$ cat src/rtl/back1_vram_sequencer_if.sv
// CPU-side request/acknowledge bundle for the Back1 tile VRAM sequencer.
// master = CPU, slave = sequencer.
interface back1_vram_sequencer_if;
    logic        cpu_req;
    logic        cpu_we;
    logic [11:0] cpu_addr;
    logic [7:0]  cpu_wdata;
    logic        cpu_ack;
    logic [7:0]  cpu_rdata;
    logic        cpu_wait;

    modport master (
        output cpu_req, cpu_we, cpu_addr, cpu_wdata,
        input  cpu_ack, cpu_rdata, cpu_wait
    );

    modport slave (
        input  cpu_req, cpu_we, cpu_addr, cpu_wdata,
        output cpu_ack, cpu_rdata, cpu_wait
    );
endinterface

$ cat src/rtl/back1_vram_sequencer.sv
// Back1 background VRAM sequencer: 8-phase tile fetch timing plus a
// CPU access window in phases 4..7 with video always taking priority.
module back1_vram_sequencer #(
    parameter int ACC_CYC = 4
) (
    input  logic                    clk,
    input  logic                    RESET,
    input  logic                    pix_cen,
    input  logic                    hstart,
    input  logic                    hblank,
    back1_vram_sequencer_if.slave   cpu,
    output logic                    V_C,
    output logic                    VFLGn,
    output logic                    VLK,
    output logic                    LA,
    output logic                    BACK1_VRAM_CSn,
    output logic                    VWE,
    output logic                    VOE,
    output logic                    VRD,
    output logic [11:0]             VA,
    output logic [7:0]              VD_out,
    input  logic [7:0]              VD_in
);

    localparam int CW = (ACC_CYC > 2) ? $clog2(ACC_CYC) : 1;
    localparam logic [CW-1:0] CNT_LD = CW'(ACC_CYC - 1);

    typedef enum logic [1:0] {
        IDLE,
        WAIT,
        ACCESS,
        DONE
    } state_t;

    state_t          state;
    state_t          state_nxt;
    logic [2:0]      ph;
    logic [2:0]      ph_nxt;
    logic [CW-1:0]   cnt;
    logic            we_q;
    logic            after_done;
    logic [7:0]      rdata_q;
    logic            start;
    logic            last;
    logic            acc;
    logic            vid_nxt;

    // The only legal start point is the pix_cen edge that moves ph 3->4.
    assign start   = pix_cen && !hstart && (ph == 3'd3);
    assign last    = (cnt == '0);
    assign acc     = (state == ACCESS);
    assign vid_nxt = !hblank && (ph_nxt[2:1] == 2'b00);

    always_comb begin
        ph_nxt = ph;
        if (pix_cen) begin
            ph_nxt = hstart ? 3'd0 : ph + 3'd1;
        end
    end

    always_comb begin
        state_nxt = state;
        unique case (state)
            IDLE: begin
                if (cpu.cpu_req && !after_done) begin
                    state_nxt = WAIT;
                end
            end
            WAIT: begin
                if (!cpu.cpu_req) begin
                    state_nxt = IDLE;
                end else if (start) begin
                    state_nxt = ACCESS;
                end
            end
            ACCESS: begin
                if (last) begin
                    state_nxt = DONE;
                end
            end
            DONE: begin
                state_nxt = IDLE;
            end
            default: begin
                state_nxt = IDLE;
            end
        endcase
    end

    always_ff @(posedge clk or posedge RESET) begin
        if (RESET) begin
            ph    <= 3'd0;
            VFLGn <= 1'b1;
            V_C   <= 1'b1;
            VLK   <= 1'b0;
            LA    <= 1'b0;
        end else begin
            ph    <= ph_nxt;
            VFLGn <= !vid_nxt;
            V_C   <= !vid_nxt || (state_nxt == ACCESS);
            VLK   <= pix_cen && (ph == 3'd1) && !hblank;
            LA    <= pix_cen && (ph == 3'd3) && !hblank;
        end
    end

    always_ff @(posedge clk or posedge RESET) begin
        if (RESET) begin
            state      <= IDLE;
            cnt        <= '0;
            we_q       <= 1'b0;
            after_done <= 1'b0;
            VA         <= 12'h000;
            VD_out     <= 8'hFF;
            rdata_q    <= 8'h00;
        end else begin
            state      <= state_nxt;
            after_done <= (state == DONE);
            if (state == WAIT && state_nxt == ACCESS) begin
                VA     <= cpu.cpu_addr;
                VD_out <= cpu.cpu_wdata;
                we_q   <= cpu.cpu_we;
                cnt    <= CNT_LD;
            end else if (acc) begin
                if (last) begin
                    VD_out <= 8'hFF;
                    if (!we_q) begin
                        rdata_q <= VD_in;
                    end
                end else begin
                    cnt <= cnt - CW'(1);
                end
            end
        end
    end

    // Write strobe releases one cycle early so address/data hold past VWE.
    assign BACK1_VRAM_CSn = !acc;
    assign VWE            = !(acc && we_q && !last);
    assign VOE            = !(acc && !we_q);
    assign VRD            = acc && we_q;

    assign cpu.cpu_ack   = (state == DONE);
    assign cpu.cpu_rdata = rdata_q;
    assign cpu.cpu_wait  = cpu.cpu_req && (state != DONE) && !RESET;

endmodule

$ cat src/flat_wrapper.sv
// flat-port wrapper written by rule: the top's interface ports become plain ports
module back1_vram_sequencer_flat 
#(
    parameter int ACC_CYC = 4
)
  (clk, RESET, pix_cen, hstart, hblank, V_C, VFLGn, VLK, LA, BACK1_VRAM_CSn, VWE, VOE, VRD, VA, VD_out, VD_in, cpu_cpu_req, cpu_cpu_we, cpu_cpu_addr, cpu_cpu_wdata, cpu_cpu_ack, cpu_cpu_rdata, cpu_cpu_wait);
  back1_vram_sequencer_if cpu_i ();
  input  logic clk;
  input  logic RESET;
  input  logic pix_cen;
  input  logic hstart;
  input  logic hblank;
  output logic V_C;
  output logic VFLGn;
  output logic VLK;
  output logic LA;
  output logic BACK1_VRAM_CSn;
  output logic VWE;
  output logic VOE;
  output logic VRD;
  output logic [11:0] VA;
  output logic [7:0] VD_out;
  input  logic [7:0] VD_in;
  input wire logic [$bits(cpu_i.cpu_req)-1:0] cpu_cpu_req;
  input wire logic [$bits(cpu_i.cpu_we)-1:0] cpu_cpu_we;
  input wire logic [$bits(cpu_i.cpu_addr)-1:0] cpu_cpu_addr;
  input wire logic [$bits(cpu_i.cpu_wdata)-1:0] cpu_cpu_wdata;
  output wire logic [$bits(cpu_i.cpu_ack)-1:0] cpu_cpu_ack;
  output wire logic [$bits(cpu_i.cpu_rdata)-1:0] cpu_cpu_rdata;
  output wire logic [$bits(cpu_i.cpu_wait)-1:0] cpu_cpu_wait;
  assign cpu_i.cpu_req = cpu_cpu_req;
  assign cpu_i.cpu_we = cpu_cpu_we;
  assign cpu_i.cpu_addr = cpu_cpu_addr;
  assign cpu_i.cpu_wdata = cpu_cpu_wdata;
  assign cpu_cpu_ack = cpu_i.cpu_ack;
  assign cpu_cpu_rdata = cpu_i.cpu_rdata;
  assign cpu_cpu_wait = cpu_i.cpu_wait;
  back1_vram_sequencer #(.ACC_CYC(ACC_CYC)) u_core (.clk(clk), .RESET(RESET), .pix_cen(pix_cen), .hstart(hstart), .hblank(hblank), .cpu(cpu_i), .V_C(V_C), .VFLGn(VFLGn), .VLK(VLK), .LA(LA), .BACK1_VRAM_CSn(BACK1_VRAM_CSn), .VWE(VWE), .VOE(VOE), .VRD(VRD), .VA(VA), .VD_out(VD_out), .VD_in(VD_in));
endmodule
$ cat config.mk
export PLATFORM = sky130hd
export DESIGN_NAME = back1_vram_sequencer_flat
export DESIGN_NICKNAME = d
export VERILOG_FILES = /design/src/rtl/back1_vram_sequencer_if.sv /design/src/rtl/back1_vram_sequencer.sv /design/src/flat_wrapper.sv
export SDC_FILE = /design/constraint.sdc
export NUM_CORES = 1
export LEC_CHECK = 0
export CAP_MARGIN = 20
export CORE_MARGIN = 10
export CORE_UTILIZATION = 42
export DETAILED_ROUTE_END_ITERATION = 12
export PLACE_DENSITY_LB_ADDON = 0.12
export SYNTH_ARGS = -nofsm -noshare
export SYNTH_HDL_FRONTEND = slang
export SYNTH_SLANG_ARGS = --single-unit
$ cat constraint.sdc
create_clock -name clk -period 1.7 [get_ports clk]
set_input_delay 0.34 -clock clk [delete_from_list [all_inputs] [get_ports clk]]
set_output_delay 0.34 -clock clk [all_outputs]
set_load 0.02 [all_outputs]
==> results of run 1 <==
[final cells by class]
cell class | instances | area, sq um
timing repair buffer | 93 | 870
multi-input combinational | 76 | 756
clock buffer | 8 | 80.1
sequential | 41 | 1040
inverter | 6 | 22.5
tap | 50 | 62.6
fill | 290 | 1230
[worst max-delay path: cells and delay by family, from the launching register on]
family	cells	cell delay (ns)
AND/OR/NAND/NOR	2	0.53
flip-flops	1	0.40
buffers and inverters	1	0.14
[kinds of logic after synthesis]
group                    count (synthesis)  synth area share
AO/OA/AOI/OAI                            6            0.0218
XOR/XNOR                                 1           0.00491
adder cells (fa/ha/maj)                  4            0.0281
buffers and inverters                    9            0.0260
flip-flops                              41             0.582
multiplexers                            30             0.204
AND/OR/NAND/NOR                         34             0.133
[worst max-delay path by stage]
stage / start / end / cells past startpoint
floorplan: u_core.ph[0] / u_core.VA[0] / 6
global placement: cpu_cpu_req / cpu_cpu_wait / 3
detailed placement: cpu_cpu_req / cpu_cpu_wait / 3
CTS: u_core.cnt[0] / VWE / 4
global route: u_core.state[0] / VWE / 3
finish: u_core.state[0] / VWE / 3
[flip-flops by register name, indices dropped and copies added (netlist names)]
register              cells
u_core.ph                 3
u_core.we_q               1
u_core.VLK                1
u_core.cpu.cpu_rdata      8
u_core.VD_out             8
u_core.cnt                2
u_core.VA                12
u_core.V_C                1
u_core.VFLGn              1
u_core.after_done         1
u_core.LA                 1
u_core.state              2
[power by group through the flow]
stage | Sequential (mW) | Clock [mW] | Combinational, mW
4_1_cts | 1.41 | 0.632 | 1.31
2_1_floorplan | 1.69 | 0 | 0.429
5_1_grt | 1.44 | 0.672 | 1.42
6_report | 1.41 | 0.603 | 1.33
3_3_place_gp | 1.42 | 0 | 1.34
3_5_place_dp | 1.43 | 0 | 1.38
[metrics by stage]
step,cell area [sq um],setup WS [ns]
after floorplan,1780,0.0840
after global placement,2690,-0.263
after detailed placement,2690,-0.306
after CTS,2740,-0.0411
after global routing,2830,-0.0487
final,2830,0.00222
[synth_stat cells]
master	n	area share
inv_1	6	0.013
mux2i_1	1	0.0056
o31ai_1	1	0.0042
nand3b_1	1	0.0042
nand2_2	1	0.0035
nor3b_1	2	0.0084
or3_4	1	0.0063
or3_1	2	0.0070
mux2_4	7	0.059
buf_4	1	0.0042
o22ai_1	3	0.011
a21oi_1	1	0.0028
buf_2	1	0.0028
or2b_1	1	0.0042
nor2_1	3	0.0063
or4_1	1	0.0042
buf_6	1	0.0063
nor3_2	1	0.0056
dfrtp_1	31	0.44
mux2_2	22	0.14
nand2_1	4	0.0084
nor3_1	1	0.0028
or3b_2	1	0.0049
o211ai_1	1	0.0042
dfstp_2	10	0.15
nor3b_4	1	0.011
ha_1	4	0.028
and2_1	1	0.0035
nand2b_1	12	0.042
xnor2_1	1	0.0049
nand3b_4	1	0.011
[per-layer routing]
metal,global-route usage,routed length (um),up-vias
li1,-,-,627
met2,0.195,2250,54
met1,0.138,1770,624
met5,0,0,-
met3,0.0593,433,7
met4,0.0494,70,0
[timing repair]
action	CTS	global route
pin swaps	0	3
gates resized for setup	30	18
cloned	0	1
buffers inserted	0	3
endpoints found under the setup margin	16	30
==> reports/qor.yml, run 1 <==
status:
  status: "complete, no violations"
place:
  io_buffers: 72
  post-dp-hpwl_mm: 3.43
  place.gp.congestion: 0.744
  dp_cells: 262
worst_setup_path:
  r2r-start: "u_core.ph[0]"
  required_ns: 1.36
  cp-end-kind: "primary output"
  criticalPathCategory: "reg2out"
  cp_slowest_cell: "dfrtp_1"
  path_cells: "nand2b_4 > or3_4 > buf_6"
  worstRegToRegCells: 6
  startpoint_type: "flop"
  cp.arrival_ns: 1.36
  r2r-end: "u_core.VA[7]"
  worstPathMaxFanout: 4
  cpPeakStageDelay_ns: 0.40
  r2r_slack_ns: 0.05
sta:
  rsz0062_at_grt: "true"
  finalHoldViolCount: 0
  skew_ns: 0.00355
  setup_viol_count_final: 0
  fin_crit_ns: 1.70
  period_share: 0.999
  worst_slew_pin_slew_ns: 0.346
  slew_violations: 0
  whs_ns: 0.436
  tns_ns: 0
  slew_headroom: 0.768
  max_freq_mhz: 589
drt:
  wl_mm: 4.53
  wl_per_cell_um: 16.5
  postRouteAntennaNets: 0
  vias_per_cell: 4.79
  vias: 1312
  drtPass1Iterations: 4
  drtIter0Drc: 63
  drc: 0
power_and_ir_drop:
  total_power_mw: 3.33
  switchingPower_mw: 1.02
  sequentialPowerShare: 0.422
  power_frac_comb: 0.397
  power.share.clock: 0.181
  sw_frac_of_total: 0.306
  p_int_mw: 2.32
  p_leak_nw: 1.33
  power_density_nw_per_um2: 1180
  irDropWorstVdd_uv: 568
cts:
  clock_latency_ns: 0.29
  ctsHoldBuffers: 0
  root_buffer: "clkbuf_8"
  clock_sinks: 41
  cts_max_path_buffers: 2
  cts-htree-levels: 2
  path_clk_slew_ns: 0.07
  cts_buffers: 5
  cts_tree: "yes"
layout:
  final_cell_mix: "clkdlybuf4s50_1, dfrtp_1, mux2_2, buf_4, nand2b_1"
  final_nets: 262
  area_growth_pct: 58.7
  drive_gt1_frac: 0.375
  stdcell_count: 274
  fin_util: 0.698
  n_antenna_cell: 0
  final_common_cell: "clkdlybuf4s50_1"
floorplanning:
  core-area_sq_um: 4060
  fp.dieArea_sq_um: 7250
  rows: 23
  die_x_um: 85.2
  start_util: 0.439
  ioPinCount: 73
  dieHeight_um: 85.2
logic_synthesis:
  synth-seq-area-share: 0.582
  netlist_area_sq_um: 1780
  synth_seq_cells: 41
  synthCells: 125
  yosys_warnings: 0
  synth_cell_types: 31
  syn_avg_cell_area_sq_um: 14.3
  synth_nets: 164
hold_path:
  hold_path.class: "reg2reg"
  hold_depth: 1
  holdCritStartpoint: "u_core.ph[2]"
  whs_endpoint: "u_core.VLK"
grt:
  grt_usage: 0.123
  grt_start_max_net_pins: 42
  gr-total-overflow: 0
  grt_pass1_wl_mm: 7.14
  first_global_vias: 1435
  antenna_found_initial: 0
run:
  drv_cap: 0
No activity file was read; power rests on OpenSTA's default activity.
==> run 2: changes to the inputs <==
--- a/config.mk
+++ b/config.mk
@@ -9,7 +9,7 @@
 export CORE_MARGIN = 10
 export CORE_UTILIZATION = 42
 export DETAILED_ROUTE_END_ITERATION = 12
-export PLACE_DENSITY_LB_ADDON = 0.12
+export PLACE_DENSITY_LB_ADDON = 0.3
 export SYNTH_ARGS = -nofsm -noshare
 export SYNTH_HDL_FRONTEND = slang
 export SYNTH_SLANG_ARGS = --single-unit
==> run 2 against run 1 <==
Net effect: total power up 5.2%; clock skew up 0.0039 ns; final cell count down 1.8%; fmax up 0.67%; sequential share of layout area up 0.18 points; critical path type unchanged; critical endpoint unchanged.
==> reports/qor.yml, run 2 (synthesized netlist as in run 1, its figures left out) <==
sta:
  rsz0062_at_grt: "true"
  period_share: 0.992  # -0.00665
  slew_headroom: 0.770  # +0.00151
  worst_slew_pin_slew_ns: 0.344  # -0.00226 ns
  tns_ns: 0  # unchanged
  slew_violations: 0  # unchanged
  finalHoldViolCount: 0  # unchanged
  skew_ns: 0.00742  # +0.00387 ns
  max_freq_mhz: 593  # +0.67%
  fin_crit_ns: 1.69  # -0.0113 ns
  setup_viol_count_final: 0  # unchanged
grt:
  first_global_vias: 1492  # +4.0%
  grt_usage: 0.127  # +0.00421
  antenna_found_initial: 0  # unchanged
  grt_start_max_net_pins: 42  # unchanged
  grt_pass1_wl_mm: 7.47  # +4.5%
  gr-total-overflow: 0  # unchanged
layout:
  n_antenna_cell: 0  # unchanged
  area_growth_pct: 57.8
  final_nets: 257  # -1.9%
  top_register: "u_core.VA"
  final_common_cell: "clkdlybuf4s50_1"
  final_cell_mix: "clkdlybuf4s50_1, dfrtp_1, mux2_2, buf_4"
  fillers: 291  # +0.34%
  drive_gt1_frac: 0.352  # -0.0234
  stdcell_area_sq_um: 2810  # -0.62%
  largest_reg_flops: 12  # unchanged
power_and_ir_drop:
  sw_frac_of_total: 0.292  # -0.0135
  power.share.clock: 0.225  # +0.044
  sequentialPowerShare: 0.402  # -0.020
  irDropWorstVdd_uv: 641  # +13%
  power_density_nw_per_um2: 1250  # +5.8%
  p_int_mw: 2.48  # +7.2%
  p_leak_nw: 1.33  # -0.48%
  power_frac_comb: 0.373  # -0.024
  switchingPower_mw: 1.02  # +0.55%
floorplanning:
  dieHeight_um: 85.2  # unchanged
  rows: 23  # unchanged
  start_util: 0.439  # unchanged
  die_x_um: 85.2  # unchanged
  ioPinCount: 73  # unchanged
  fp.dieArea_sq_um: 7250  # unchanged
  core-area_sq_um: 4060  # unchanged
place:
  post-dp-hpwl_mm: 3.56  # +3.8%
  dpl_cell_area_sq_um: 2710  # +0.65%
  io_buffers: 72  # unchanged
  place.gp.congestion: 0.799  # +7.5%
drt:
  postRouteAntennaNets: 0  # unchanged
  vias_per_cell: 4.78  # about the same
  highest-signal-layer: "met4"
  drt-met1-wl_mm: 1.71  # -3.4%
  vias: 1287  # -1.9%
  route.met2.wl_mm: 2.44  # +8.3%
  wl_per_cell_um: 16.7  # +0.94%
  drtIter0Drc: 44  # -30%
  wl_met3_um: 317  # -27%
  drc: 0  # unchanged
  wl_mm: 4.49  # -0.90%
  drtPass1Iterations: 4  # unchanged
hold_path:
  hold_path.class: "in2async"
cts:
  cts_max_path_buffers: 2  # unchanged
  path_clk_slew_ns: 0.08  # about the same
  cts_tree: "yes"
  clock_latency_ns: 0.28  # about the same
  clock_sinks: 41  # unchanged
  cts_setup_buffers: 0  # unchanged
  root_buffer: "clkbuf_8"
  cts-htree-levels: 2  # unchanged
  cts_buffers: 5  # unchanged
worst_setup_path:
  required_ns: 1.36  # about the same
  crit_start: "u_core.state[0]"
  criticalPathCategory: "reg2out"
  cp-end-kind: "primary output"
  r2r-start: "u_core.state[1]"
  worstPathMaxFanout: 3  # -1
  cp.arrival_ns: 1.35  # about the same
  startpoint_type: "flop"
status:
  status: "complete, no violations"
run:
  drv_cap: 0  # unchanged
[run 2: changes by cell type in the layout (fill, tap and decap cells not counted), moves of 2 or more]
cell      previous run  this run
buf_12               1         3
buf_4               19        14
buf_6                3         1
clkbuf_1             3         1
ha_1                 1         3
[run 2: layout make-up]
type	count	area, sq um	share of cell area
flip-flops and latches	41	1040	0.369
repair buffers	89	853	0.303
clock inverters	1	30.0	0.0107
inverters	6	22.5	0.00801
clock buffers	7	86.3	0.0307
well taps	50	62.6	0.0222
multi-input cells	75	719	0.256
[run 2: critical path, cell delays in order (launching register included)]
cell,delay [ns]
dfrtp_1,0.40
nand2b_4,0.15
or3_4,0.38
buf_6,0.14
[run 2: power groups by stage]
stage          Combinational [mW]  Sequential, mW  Clock (mW)
2_1_floorplan               0.429            1.69           0
3_3_place_gp                 1.34            1.41           0
3_5_place_dp                 1.38            1.44           0
4_1_cts                      1.32            1.41       0.811
5_1_grt                      1.41            1.45       0.865
6_report                     1.31            1.41       0.790
[run 2: metrics by stage]
step	total power [mW]	std cells	setup WS [ns]	hold slack (ns)	util
detailed placement	2.82	261	-0.269	0.434	0.667
finish	3.51	269	0.0135	0.436	0.693
CTS	3.55	269	-0.0567	0.442	0.689
floorplan	2.12	125	0.0840	0.406	-
global route	3.72	269	-0.0339	0.478	0.693
global placement	2.75	261	-0.262	0.419	0.667
[run 2: timing repair]
item / in CTS / in global routing
setup endpoints to repair: 16 / 7
hold buffers: 0 / 0
pin swaps: 0 / 1
resized for setup: 28 / 9
gates cloned: 0 / 0
[run 2: final timing paths]
check / to / slack (ns) / cells after the start
hold reg to reg: u_core.VLK / 0.44 / 1
min in group clk: u_core.VLK / 0.44 / 1
setup reg to reg: u_core.VD_out[4] / 0.02 / 4
hold / removal: u_core.cpu.cpu_rdata[3] / 0.44 / 3
max in group asynchronous: u_core.VFLGn / 1.00 / 3
setup / recovery: VWE / 0.01 / 3
[run 2: metal layers]
layer / vias to the layer above / global-route usage
li1: 614 / -
met1: 629 / 0.126
met2: 42 / 0.233
met3: 2 / 0.0602
met4: 0 / 0.0269
met5: - / 0
